--- config.mk ---
export PLATFORM = sky130hd
export DESIGN_NAME = instr_encoder_loader
export DESIGN_NICKNAME = d
export VERILOG_FILES = /design/src/rtl/instr_encoder_loader.sv
export SDC_FILE = /design/constraint.sdc
export NUM_CORES = 1
export LEC_CHECK = 0
export CORE_MARGIN = 2
export CORE_UTILIZATION = 39
export CTS_CLUSTER_DIAMETER = 50
export CTS_CLUSTER_SIZE = 16
export DETAILED_ROUTE_END_ITERATION = 10
export GPL_ROUTABILITY_DRIVEN = 0
export GPL_TIMING_DRIVEN = 0
export MAX_ROUTING_LAYER = met4
export PLACE_DENSITY = 0.74
export SETUP_SLACK_MARGIN = 0.05
export SLEW_MARGIN = 25
export SYNTH_ARGS = -nofsm -noshare
export SYNTH_HDL_FRONTEND = slang
export SYNTH_SLANG_ARGS = --single-unit
--- constraint.sdc ---
create_clock -name clk -period 2.7 [get_ports clk]
set_input_delay 0.54 -clock clk [delete_from_list [all_inputs] [get_ports clk]]
set_output_delay 0.54 -clock clk [all_outputs]
set_load 0.1 [all_outputs]
--- src/rtl/instr_encoder_loader.sv ---
// Encodes RV32I instruction requests and writes them to instruction memory from BASE_ADDR upward; 1-cycle latency, 1 word/cycle.
// req_ready is low outside LOAD, during start, and once IMEM_DEPTH words are pending.
module instr_encoder_loader #(
    parameter int              XLEN       = 32,
    parameter int              IMEM_DEPTH = 64,
    parameter logic [XLEN-1:0] RESET_PC   = '0,
    parameter logic [XLEN-1:0] BASE_ADDR  = RESET_PC
) (
    input  logic                        clk,
    input  logic                        reset,
    input  logic                        start,
    input  logic                        finish,
    input  logic                        req_valid,
    output logic                        req_ready,
    input  logic [2:0]                  req_kind,
    input  logic [2:0]                  req_alu,
    input  logic [4:0]                  req_rd,
    input  logic [4:0]                  req_rs1,
    input  logic [4:0]                  req_rs2,
    input  logic [31:0]                 req_imm,
    output logic                        imem_we,
    output logic [XLEN-1:0]             imem_addr,
    output logic [31:0]                 imem_wdata,
    output logic                        busy,
    output logic                        done,
    output logic                        err,
    output logic [1:0]                  err_code,
    output logic [$clog2(IMEM_DEPTH):0] count
);

    localparam int CW = $clog2(IMEM_DEPTH) + 1;
    localparam logic [CW-1:0] DEPTH_CW = CW'(IMEM_DEPTH);

    localparam logic [2:0] S_IDLE  = 3'd0;
    localparam logic [2:0] S_LOAD  = 3'd1;
    localparam logic [2:0] S_FLUSH = 3'd2;
    localparam logic [2:0] S_DONE  = 3'd3;
    localparam logic [2:0] S_ERR   = 3'd4;

    localparam logic [2:0] K_R    = 3'd0;
    localparam logic [2:0] K_I    = 3'd1;
    localparam logic [2:0] K_LW   = 3'd2;
    localparam logic [2:0] K_SW   = 3'd3;
    localparam logic [2:0] K_BEQ  = 3'd4;
    localparam logic [2:0] K_JAL  = 3'd5;
    localparam logic [2:0] K_NOP  = 3'd6;

    localparam logic [2:0] ALU_ADD = 3'd0;
    localparam logic [2:0] ALU_SUB = 3'd1;
    localparam logic [2:0] ALU_AND = 3'd2;
    localparam logic [2:0] ALU_OR  = 3'd3;
    localparam logic [2:0] ALU_SLT = 3'd5;

    localparam logic [6:0] OP_R   = 7'h33;
    localparam logic [6:0] OP_I   = 7'h13;
    localparam logic [6:0] OP_LW  = 7'h03;
    localparam logic [6:0] OP_SW  = 7'h23;
    localparam logic [6:0] OP_BR  = 7'h63;
    localparam logic [6:0] OP_JAL = 7'h6F;

    localparam logic [2:0]  F3_WORD  = 3'b010;
    localparam logic [2:0]  F3_BEQ   = 3'b000;
    localparam logic [31:0] NOP_WORD = 32'h0000_0013;

    typedef struct packed {
        logic [XLEN-1:0] addr;
        logic [31:0]     dat;
    } wr_t;

    logic [2:0]    state;
    logic [CW-1:0] wr_ptr;
    logic [CW-1:0] wr_cnt;
    logic          wr_vld;
    wr_t           wr_q;
    logic          err_q;
    logic [1:0]    err_code_q;

    logic          full;
    logic          fire;
    logic          chk;
    logic          wr_en;
    logic          new_err;
    logic [1:0]    chk_code;
    logic [2:0]    alu_f3;
    logic          alu_legal;
    logic          kind_bad;
    logic          imm_bad;
    logic [31:0]   enc;
    logic          imm12_ok;
    logic          beq_ok;
    logic          jal_ok;

    assign full      = (wr_ptr == DEPTH_CW);
    assign req_ready = (state == S_LOAD) && !start && !full;
    assign fire      = req_valid && req_ready;
    // Requests are screened whenever offered in LOAD, even when full, so overflow can be flagged.
    assign chk       = req_valid && (state == S_LOAD) && !start;

    // Range checks as sign-extension tests on the upper immediate bits.
    assign imm12_ok = (req_imm[31:11] == '0) || (req_imm[31:11] == '1);
    assign beq_ok   = ((req_imm[31:12] == '0) || (req_imm[31:12] == '1)) && !req_imm[0];
    assign jal_ok   = ((req_imm[31:20] == '0) || (req_imm[31:20] == '1)) && !req_imm[0];

    always_comb begin
        alu_f3    = 3'b000;
        alu_legal = 1'b1;
        case (req_alu)
            ALU_ADD, ALU_SUB: alu_f3 = 3'b000;
            ALU_AND:          alu_f3 = 3'b111;
            ALU_OR:           alu_f3 = 3'b110;
            ALU_SLT:          alu_f3 = 3'b010;
            default:          alu_legal = 1'b0;
        endcase
    end

    always_comb begin
        enc      = '0;
        kind_bad = 1'b0;
        imm_bad  = 1'b0;
        case (req_kind)
            K_R: begin
                kind_bad = !alu_legal;
                enc = {(req_alu == ALU_SUB) ? 7'h20 : 7'h00, req_rs2, req_rs1, alu_f3, req_rd, OP_R};
            end
            K_I: begin
                kind_bad = !alu_legal || (req_alu == ALU_SUB);
                imm_bad  = !imm12_ok;
                enc = {req_imm[11:0], req_rs1, alu_f3, req_rd, OP_I};
            end
            K_LW: begin
                imm_bad = !imm12_ok;
                enc = {req_imm[11:0], req_rs1, F3_WORD, req_rd, OP_LW};
            end
            K_SW: begin
                imm_bad = !imm12_ok;
                enc = {req_imm[11:5], req_rs2, req_rs1, F3_WORD, req_imm[4:0], OP_SW};
            end
            K_BEQ: begin
                imm_bad = !beq_ok;
                enc = {req_imm[12], req_imm[10:5], req_rs2, req_rs1, F3_BEQ,
                       req_imm[4:1], req_imm[11], OP_BR};
            end
            K_JAL: begin
                imm_bad = !jal_ok;
                enc = {req_imm[20], req_imm[10:1], req_imm[11], req_imm[19:12], req_rd, OP_JAL};
            end
            K_NOP:   enc = NOP_WORD;
            default: kind_bad = 1'b1;
        endcase
    end

    always_comb begin
        chk_code = 2'd0;
        if (kind_bad)     chk_code = 2'd1;
        else if (imm_bad) chk_code = 2'd2;
        else if (full)    chk_code = 2'd3;
    end

    assign new_err = chk && (chk_code != 2'd0);
    assign wr_en   = fire && !kind_bad && !imm_bad;

    always_ff @(posedge clk) begin
        if (reset) begin
            state      <= S_IDLE;
            wr_ptr     <= '0;
            wr_cnt     <= '0;
            wr_vld     <= 1'b0;
            wr_q       <= '{addr: BASE_ADDR, dat: 32'h0};
            err_q      <= 1'b0;
            err_code_q <= 2'd0;
        end else begin
            wr_vld <= wr_en;
            if (wr_en) begin
                wr_q.addr <= BASE_ADDR + (XLEN'(wr_ptr) << 2);
                wr_q.dat  <= enc;
            end
            if (start) begin
                // A write already registered still goes out this cycle, but belongs to the old session.
                state      <= S_LOAD;
                wr_ptr     <= '0;
                wr_cnt     <= '0;
                err_q      <= 1'b0;
                err_code_q <= 2'd0;
            end else begin
                if (wr_vld) wr_cnt <= wr_cnt + CW'(1);
                if (wr_en)  wr_ptr <= wr_ptr + CW'(1);
                if (new_err) begin
                    state      <= S_ERR;
                    err_q      <= 1'b1;
                    err_code_q <= chk_code;
                end else begin
                    case (state)
                        S_IDLE:  state <= S_IDLE;
                        S_LOAD:  if (finish) state <= S_FLUSH;
                        S_FLUSH: state <= S_DONE;
                        S_DONE:  state <= S_DONE;
                        S_ERR:   state <= S_ERR;
                        default: state <= S_IDLE;
                    endcase
                end
            end
        end
    end

    assign imem_we    = wr_vld;
    assign imem_addr  = wr_q.addr;
    assign imem_wdata = wr_q.dat;
    assign busy       = (state == S_LOAD) || (state == S_FLUSH);
    assign done       = (state == S_DONE);
    assign err        = err_q;
    assign err_code   = err_code_q;
    assign count      = wr_cnt;

endmodule
# Yosys cells after proc, flatten, opt, wreduce, memory -nomap -nowiden
# Index checks and enable logic that the tools add are counted.
dict set report totals {
  out_inout_bits 78
  elab_cells 82
  inputBits 58
  reg_bits 60
}
dict set report op_classes {
  n_eq_ne 21
  n_addsub 2
  reduce_logical 36
  n_mux 13
}
# operator n
set ops {}
lappend ops {{32-bit case mux with 7 select lines} 1}
lappend ops {{21-bit == test, second input constant} 1}
lappend ops {{21-bit logical NOT} 1}
lappend ops {{20-bit == test, second input constant} 1}
lappend ops {{20-bit logical NOT} 1}
lappend ops {{3-bit by 2-bit == test with 1-bit output, second input constant} 6}
lappend ops {{3-bit case mux with 3 select lines} 2}
lappend ops {{3-bit == test, second input constant} 5}
lappend ops {{7-bit by 1-bit adder with 7-bit output, second input constant} 2}
lappend ops {{12-bit == test, second input constant} 1}
lappend ops {{12-bit logical NOT} 1}
lappend ops {{1-bit logical AND} 10}
lappend ops {{5-bit OR reduction} 2}
lappend ops {{3-bit by 1-bit == test with 1-bit output, second input constant} 3}
lappend ops {{1-bit logical NOT} 9}
lappend ops {{7-bit == test, second input constant} 1}
lappend ops {{3-bit logical NOT} 2}
lappend ops {{2-bit two-way mux} 3}
lappend ops {{3-bit two-way mux} 2}
lappend ops {{6-bit two-way mux} 1}
lappend ops {{1-bit case mux with 3 select lines} 2}
lappend ops {{3-bit OR reduction} 2}
lappend ops {{1-bit logical OR} 5}
lappend ops {{4-bit != test, second input constant} 1}
lappend ops {{5 further kinds} 7}

# Logic depth before layout (Yosys ltp)
dict set report depth {
  ltp_word 11
  ltp_mapped 10
}

# Least setup slack after synthesis
# OpenSTA, ideal clock, no wires.
dict set report synth_path {
  kind {in2reg}
  startpoint {input port req_imm[18]}
  endpoint {register wr_q (netlist bit imem_wdata[14])}
  required_time_ns 2.566
  path_stages 9
  arrival_time_ns 2.444
  n_path_buf 2
  setup_ns 0.134
  setup_slack_ns 0.122
  path_cell_list {or4_4 nor2_4 o211ai_2 a211o_1 or3_4 buf_6 buf_2 nand3b_1 o41ai_2}
}
dict set report synth_via {
  elab_chain_len 7
}
# item line
set synth_lines {}
lappend synth_lines {{from (decl)} 20} ;# input logic [31:0] req_imm,
lappend synth_lines {{20-bit == test / 20-bit logical NOT (equally long branches)} 101} ;# assign beq_ok = ((req_imm[31:12] == '0) || (req_imm[31:12] == '1)) && !req_imm[0];
lappend synth_lines {{1-bit logical OR} 101}
lappend synth_lines {{1-bit logical AND} 101}
lappend synth_lines {{1-bit logical NOT} 139} ;# imm_bad = !beq_ok;
lappend synth_lines {{1-bit case mux with 3 select lines *} 120} ;# case (req_kind)
lappend synth_lines {{1-bit logical NOT *} 160} ;# assign wr_en = fire && !kind_bad && !imm_bad;
lappend synth_lines {{1-bit logical AND *} 160}
lappend synth_lines {{to (signal assigned)} 168} ;# wr_q <= '{addr: BASE_ADDR, dat: 32'h0};
lappend synth_lines {{to (decl)} 74} ;# wr_t wr_q;
# Every way passes the cells marked *; elsewhere a longest branch is shown, timed or not.
# A chain may end at the register's enable or synchronous reset.

# Worst setup path after layout
dict set report layout_path {
  startpoint {input port req_imm[30]}
  endpoint {register wr_q (netlist bit imem_wdata[11])}
}
dict set report layout_via {
  elab_chain_len 7
}
# item line
set layout_lines {}
lappend layout_lines {{20-bit == test, or another cell as far along} 101}
lappend layout_lines {{1-bit logical OR (on tied branches)} {101, 102}}
lappend layout_lines {{1-bit logical AND (on tied branches)} {101, 102}}
lappend layout_lines {{1-bit logical NOT (on tied branches)} {139, 144}}
lappend layout_lines {{1-bit case mux with 3 select lines *} 120}
lappend layout_lines {{1-bit logical NOT *} 160}
lappend layout_lines {{1-bit logical AND *} 160}
# Marks and branches as above.

==> impl_metrics.py <==
metrics = {
    "status": {
        "status": "complete, no violations",
    },
    "detailed_routing": {
        "vias": 3442,
        "first_pass_iters": 5,
        "drtIter0Drc": 121,
        "vias_per_cell": 5.22,
        "final_antenna_net_count": 0,
        "wl_per_cell_microns": 14.7,
        "finalWirelength_mm": 9.66,
        "drc_errors": 0,
    },
    "setup_path": {
        "cp_top_family": "buffers and inverters",
        "arrival_ns": 2.79,
        "path_cells": "clkdlybuf4s50_1 > nand4_1 > nor3_2 > a21oi_1 > a211o_1 > buf_4 > nor3_4 > buf_6 > buf_4 > mux2i_1 > nor2_1",
        "worst_path_max_delay_cell": "clkdlybuf4s50_1",
        "critPathMostFrequentCell": "buf_4",
        "max_stage_delay_ns": 0.51,
        "regToRegSetupSlack_ns": 0.39,
        "criticalPathCategory": "input port to flop",
        "critPathCaptureType": "flop",
        "critPathRequiredTime_ns": 2.91,
        "path_max_fanout": 4,
        "worst-path-buf-inv": 4,
        "critPathLaunchType": "input port",
    },
    "global_route": {
        "grt_pass1_vias": 3193,
        "gr-total-overflow": 0,
        "antenna_found_initial": 0,
        "grtUsageTotal_pct": 21.8,
        "grt_max_degree": 11,
        "grt_pass1_wl_mm": 14.9,
    },
    "synthesis": {
        "syn_avg_cell_area_sq_um": 8.18,
        "ys.warnings.count": 0,
        "synth_compound_area_share_pct": 19.2,
        "postSynthCellCount": 394,
        "synth-seq-cells": 58,
        "synth_top_family_by_area": "simple AND/OR/NAND/NOR gates",
        "synth_xor_area_share_pct": 1.90,
        "ys.flop_type": "dfxtp_1",
        "muxShareOfSynthArea_pct": 6.83,
        "synthSimpleGateAreaFrac_pct": 24.0,
        "synth_cell_types": 55,
        "yosysSeqAreaShare_pct": 36.0,
        "yosys.area_share.adder_pct": 1.16,
        "synth_edf_count": 0,
        "postSynth.asyncResetShare_pct": 0,
        "netlist_area_sq_um": 3220,
    },
    "power_and_ir_drop": {
        "internal_power_mw": 1.56,
        "clkPwrFrac_pct": 37.7,
        "switching_share_pct": 32.3,
        "power_density_nw_per_um2": 469,
        "seq_power_share_pct": 37.9,
        "fin_total_pwr_mw": 2.30,
        "ir_drop_uv": 255,
        "p_comb_share_pct": 24.4,
        "p_leak_nw": 1.91,
        "power_switching_mw": 0.743,
    },
    "clock_network": {
        "cts_hold_buf": 0,
        "cts_tree": "yes",
        "htreeDepth": 3,
        "clock_path_buffers": 2,
        "cts_num_sinks": 58,
        "cts_root_buf": "clkbuf_8",
        "clk_pin_slew_worst_paths_ns": 0.07,
        "clkLatencyLatePin_ns": 0.34,
        "cts_buffers": 9,
    },
    "min_path": {
        "hp-class": "flop to flop",
    },
    "placed_design": {
        "post-place-ws_ns": -0.620,
        "io_buffer_count": 109,
        "place_hpwl_mm": 7.18,
    },
    "timing": {
        "period_share_pct": 95.7,
        "clock_skew_ns": 0.00411,
        "setup-tns-final_ns": 0,
        "maxSlewHeadroom_pct": 31.7,
        "timing.fmax_mhz": 387,
        "final.min_clock_period_ns": 2.58,
        "timing.final.ws_setup_ns": 0.115,
        "rsz0062_at_grt": "yes",
        "drv_slew": 0,
        "hold_viol": 0,
        "worst_hold_slack_ns": 0.466,
        "worst_slew_pin_slew_ns": 1.02,
        "finalSetupViolCount": 0,
    },
    "die": {
        "die_y_microns": 94.9,
        "core-area_sq_um": 8090,
        "ios": 136,
        "dieArea_sq_um": 9010,
        "initial_utilization_pct": 39.8,
        "die_w_microns": 94.9,
        "rows": 33,
    },
    "layout": {
        "n_antenna_cell": 0,
        "layout_commonest_cell": "clkdlybuf4s50_1",
        "layout_common_cells": "clkdlybuf4s50_1, nor2_1, dfxtp_1, a21oi_1, buf_4",
        "layout-drive-gt1-share_pct": 15.0,
        "syn_to_final_growth_pct": 52.0,
        "nets": 611,
    },
    "flow_run": {
        "max_cap_violations": 0,
    },
}
## path summary, 6_finish.rpt
path / start / to / cells after the start
max: req_imm[30] / imem_wdata[11] / 11
min: err / err / 1
max reg2reg: wr_ptr[2] / imem_wdata[11] / 11
min reg2reg: err / err / 1
## power by group through the flow
stage          logic, mW  clock network, mW  registers [mW]
2_1_floorplan      0.338                  0           0.938
3_3_place_gp       0.537                  0           0.890
3_5_place_dp       0.542                  0           0.890
4_1_cts            0.546              0.871           0.871
5_1_grt            0.589              0.915           0.872
6_report           0.561              0.867           0.871
## per-layer routing
layer,up-vias,part of all wire [%],GRT usage [%]
met5,-,0,-
met4,0,2.0,9.54
met3,21,8.0,5.43
met2,144,48,35.5
met1,1603,42,25.4
li1,1674,-,-
## worst reg2reg max path, cell delays in order, from the launching register on
cell and delay (ns):
dfxtp_1 0.31, clkbuf_1 0.27, nor4b_1 0.11, nand3b_1 0.20
o211ai_2 0.12, a211o_1 0.26, buf_4 0.15, nor3_4 0.25
buf_6 0.15, buf_4 0.14, mux2i_1 0.18, nor2_1 0.05
## sequential cells by signal, summed over array words and instances (netlist names)
register	count
state	3
wr_ptr	7
imem_wdata	30
err_code	2
imem_we	1
imem_addr	7
count	7
err	1
## what timing repair did
item | in CTS | in global routing
gates cloned | 0 | 1
setup endpoints to repair | 43 | 40
setup buffers | 8 | 3
gates resized for setup | 16 | 21
pin swaps | 7 | 10
## cell type report
cell class                      instances  area (sq um)
Tap cell                              105           131
Timing Repair Buffer                  121          1170
Fill cell                             729          3190
Multi-Input combinational cell        302          1850
Sequential cell                        58          1160
Clock inverter                          6          82.6
Inverter                                5          18.8
Clock buffer                            9           124
Buffer                                 53           358
## synthesized netlist by cell type, types with 5 or more instances
library cell | number | share of area [%]
nor2_1 | 60 | 7.0
dfxtp_1 | 58 | 36
a21oi_1 | 41 | 6.4
buf_4 | 30 | 7.0
mux2i_1 | 22 | 6.8
nand2_1 | 20 | 2.3
clkbuf_1 | 14 | 1.6
nand3_1 | 11 | 1.7
a221oi_1 | 10 | 2.7
nor2b_1 | 9 | 1.7
a211oi_1 | 8 | 1.9
a22oi_1 | 8 | 1.9
nand3b_1 | 8 | 1.9
nand4_1 | 8 | 1.6
or3_1 | 7 | 1.4
buf_2 | 6 | 0.93
nor3_1 | 6 | 0.93
nor4_1 | 5 | 0.97
o21ai_0 | 5 | 0.78
## kinds of logic (layout without fill, tap and decap cells)
kind of cell	after synthesis	after routing
AND/OR/NAND/NOR	151	151
AO/OA/AOI/OAI	94	94
flip-flops	58	58
buffers and inverters	58	194
multiplexers	22	22
XOR/XNOR	7	7
adder cells (fa/ha/maj)	3	3
other	1	25
## per-stage QoR
step	utilization, %	cell area (sq um)	std cells
2_1_floorplan	-	3310	418
5_1_grt	60.5	4900	659
3_5_place_dp	56.0	4540	632
6_report	60.5	4900	659
3_3_place_gp	56.0	4540	632
4_1_cts	59.3	4800	655
Power figures use the tool's default switching activity.
==> variant: new RTL, config.mk and constraints unchanged <==
Put one more register stage on the output `count`, cleared by the reset. The value now appears one clock later. The other outputs are not delayed to match.
--- a/src/rtl/instr_encoder_loader.sv
+++ b/src/rtl/instr_encoder_loader.sv
@@ -209,6 +209,12 @@
     assign done       = (state == S_DONE);
     assign err        = err_q;
     assign err_code   = err_code_q;
-    assign count      = wr_cnt;
+    always_ff @(posedge clk) begin
+        if (reset) begin
+            count <= '0;
+        end else begin
+            count <= wr_cnt;
+        end
+    end
 
 endmodule
Behaviour: not the same (a bounded check fails within 4 cycles, from zero or initial values and one cycle with reset high).
==> variant against the unedited design <==
Combinational power rose by 4.1%. Highest routed layer unchanged. Area after synthesis rose by 7.6%. Clock power rose by 13%. Critical endpoint is now wr_ptr[4]$_SDFFE_PP0P_. Sequential cell count rose by 7. Cell area rose by 4.3%. Power rose by 10%. First-iteration DRC count rose by 96%. Worst hold slack improved by 0.012 ns. Worst setup slack got worse by 0.080 ns. Wire length rose by 13%. Non-clock buffer count fell by 2. Clock skew rose by 0.011 ns.
==> variant: results (changes against the unedited design) <==
[metrics] clock latency on the worst-skew pair: 0.36 ns (+0.02 ns)
[metrics] total global-route track usage: 22.52% (+0.75 points)
[metrics] number of buffer cells added on primary ports: 108 (-0.92%)
[metrics] average routed wire per standard cell: 15.89 um (+8.5%)
[metrics] Crit-path slowest cell: sky130_fd_sc_hd__or4_1
[metrics] Final nets: 638 (+4.4%)
[metrics] Crit path arrival time: 2.94 ns (+0.15 ns)
[metrics] portion of the post-synthesis area used by sequential elements: 37.53% (+1.5 points)
[metrics] number of setup buffers added after CTS: 0 (-8)
[metrics] Slowest Stage Delay on Critical Path: 0.46 ns (-0.05 ns)
[metrics] outcome: complete, no violations
[metrics] PostCTS Resize Cnt: 15 (-1)
[metrics] 1st-iter DRT viols: 237 (+96%)
[metrics] Inst Count DP: 671 (+6.2%)
[metrics] post-synthesis cell type count: 50 (-9.1%)
[metrics] first-pass GRT wire length: 17110 um (+15%)
[metrics] Leak: 0.001895 uW (-0.79%)
[metrics] number of filler cells placed in the layout: 805 (+10%)
[metrics] Clock Skew: 0.01506 ns (+0.01095 ns)
[metrics] Critical Path Fanout Max: 6 (+2)
[metrics] total detailed-routing wirelength: 10950 um (+13%)
[metrics] worst vdd rail ir drop: 0.0002442 V (-4.3%)
[metrics] path depth of the worst reg2reg path: 8 (-3)
[metrics] Relative slew margins: 32.46% (+0.76 points)
[metrics] Post-Synthesis Cells: 431 (+9.4%)
[metrics] post-detailed-placement cell area: 0.004776 mm^2 (+5.3%)
-- variant: where the power goes --
group | switching (uW) | total (uW) | leakage (uW) | internal [uW]
Sequential | 7.17 | 975 | 0.000524 | 967
Clock | 385 | 976 | 0.000116 | 591
Combinational | 403 | 584 | 0.00125 | 181
-- variant: final timing paths --
path / from / to / slack, ns
setup / recovery: req_imm[27] / wr_ptr[4]$_SDFFE_PP0P_ / 0.04
hold / removal: imem_wdata[29]$_SDFFE_PP0P_ / imem_wdata[29]$_SDFFE_PP0P_ / 0.48
setup reg to reg: wr_ptr[0]$_SDFFE_PP0P_ / wr_ptr[3]$_SDFFE_PP0P_ / 0.31
hold reg to reg: imem_wdata[29]$_SDFFE_PP0P_ / imem_wdata[29]$_SDFFE_PP0P_ / 0.48
-- variant: layout make-up --
| cell class | instances | area share [%] |
|---|---|---|
| Multi-Input combinational cell | 321 | 38.01 |
| Sequential cell | 65 | 25.47 |
| Tap cell | 108 | 2.645 |
| Buffer | 61 | 7.103 |
| Inverter | 8 | 0.5878 |
| Clock inverter | 2 | 1.176 |
| Timing Repair Buffer | 111 | 21.70 |
| Clock buffer | 13 | 3.306 |
-- variant: per-layer routing --
| metal | share of wire (%) | global-route usage (%) | wire (um) | vias up |
|---|---|---|---|---|
| met5 | 0 | - | 0 | - |
| met4 | 1.6 | 6.955 | 175 | 0 |
| met3 | 7.9 | 6.586 | 866 | 21 |
| met2 | 49 | 36.73 | 5364 | 191 |
| met1 | 41 | 26.88 | 4543 | 1802 |
| li1 | - | - | - | 1851 |
-- variant: logic make-up after synthesis --
logic type / synth area share [%]
buffers and inverters: 10.68
other: 0.1082
muxes: 0.5774
and+or+nand+nor: 22.95
DFF: 37.53
xor gates and xnor gates: 1.516
AOI/OAI and AO/OA: 25.55
adders and majority gates: 1.083
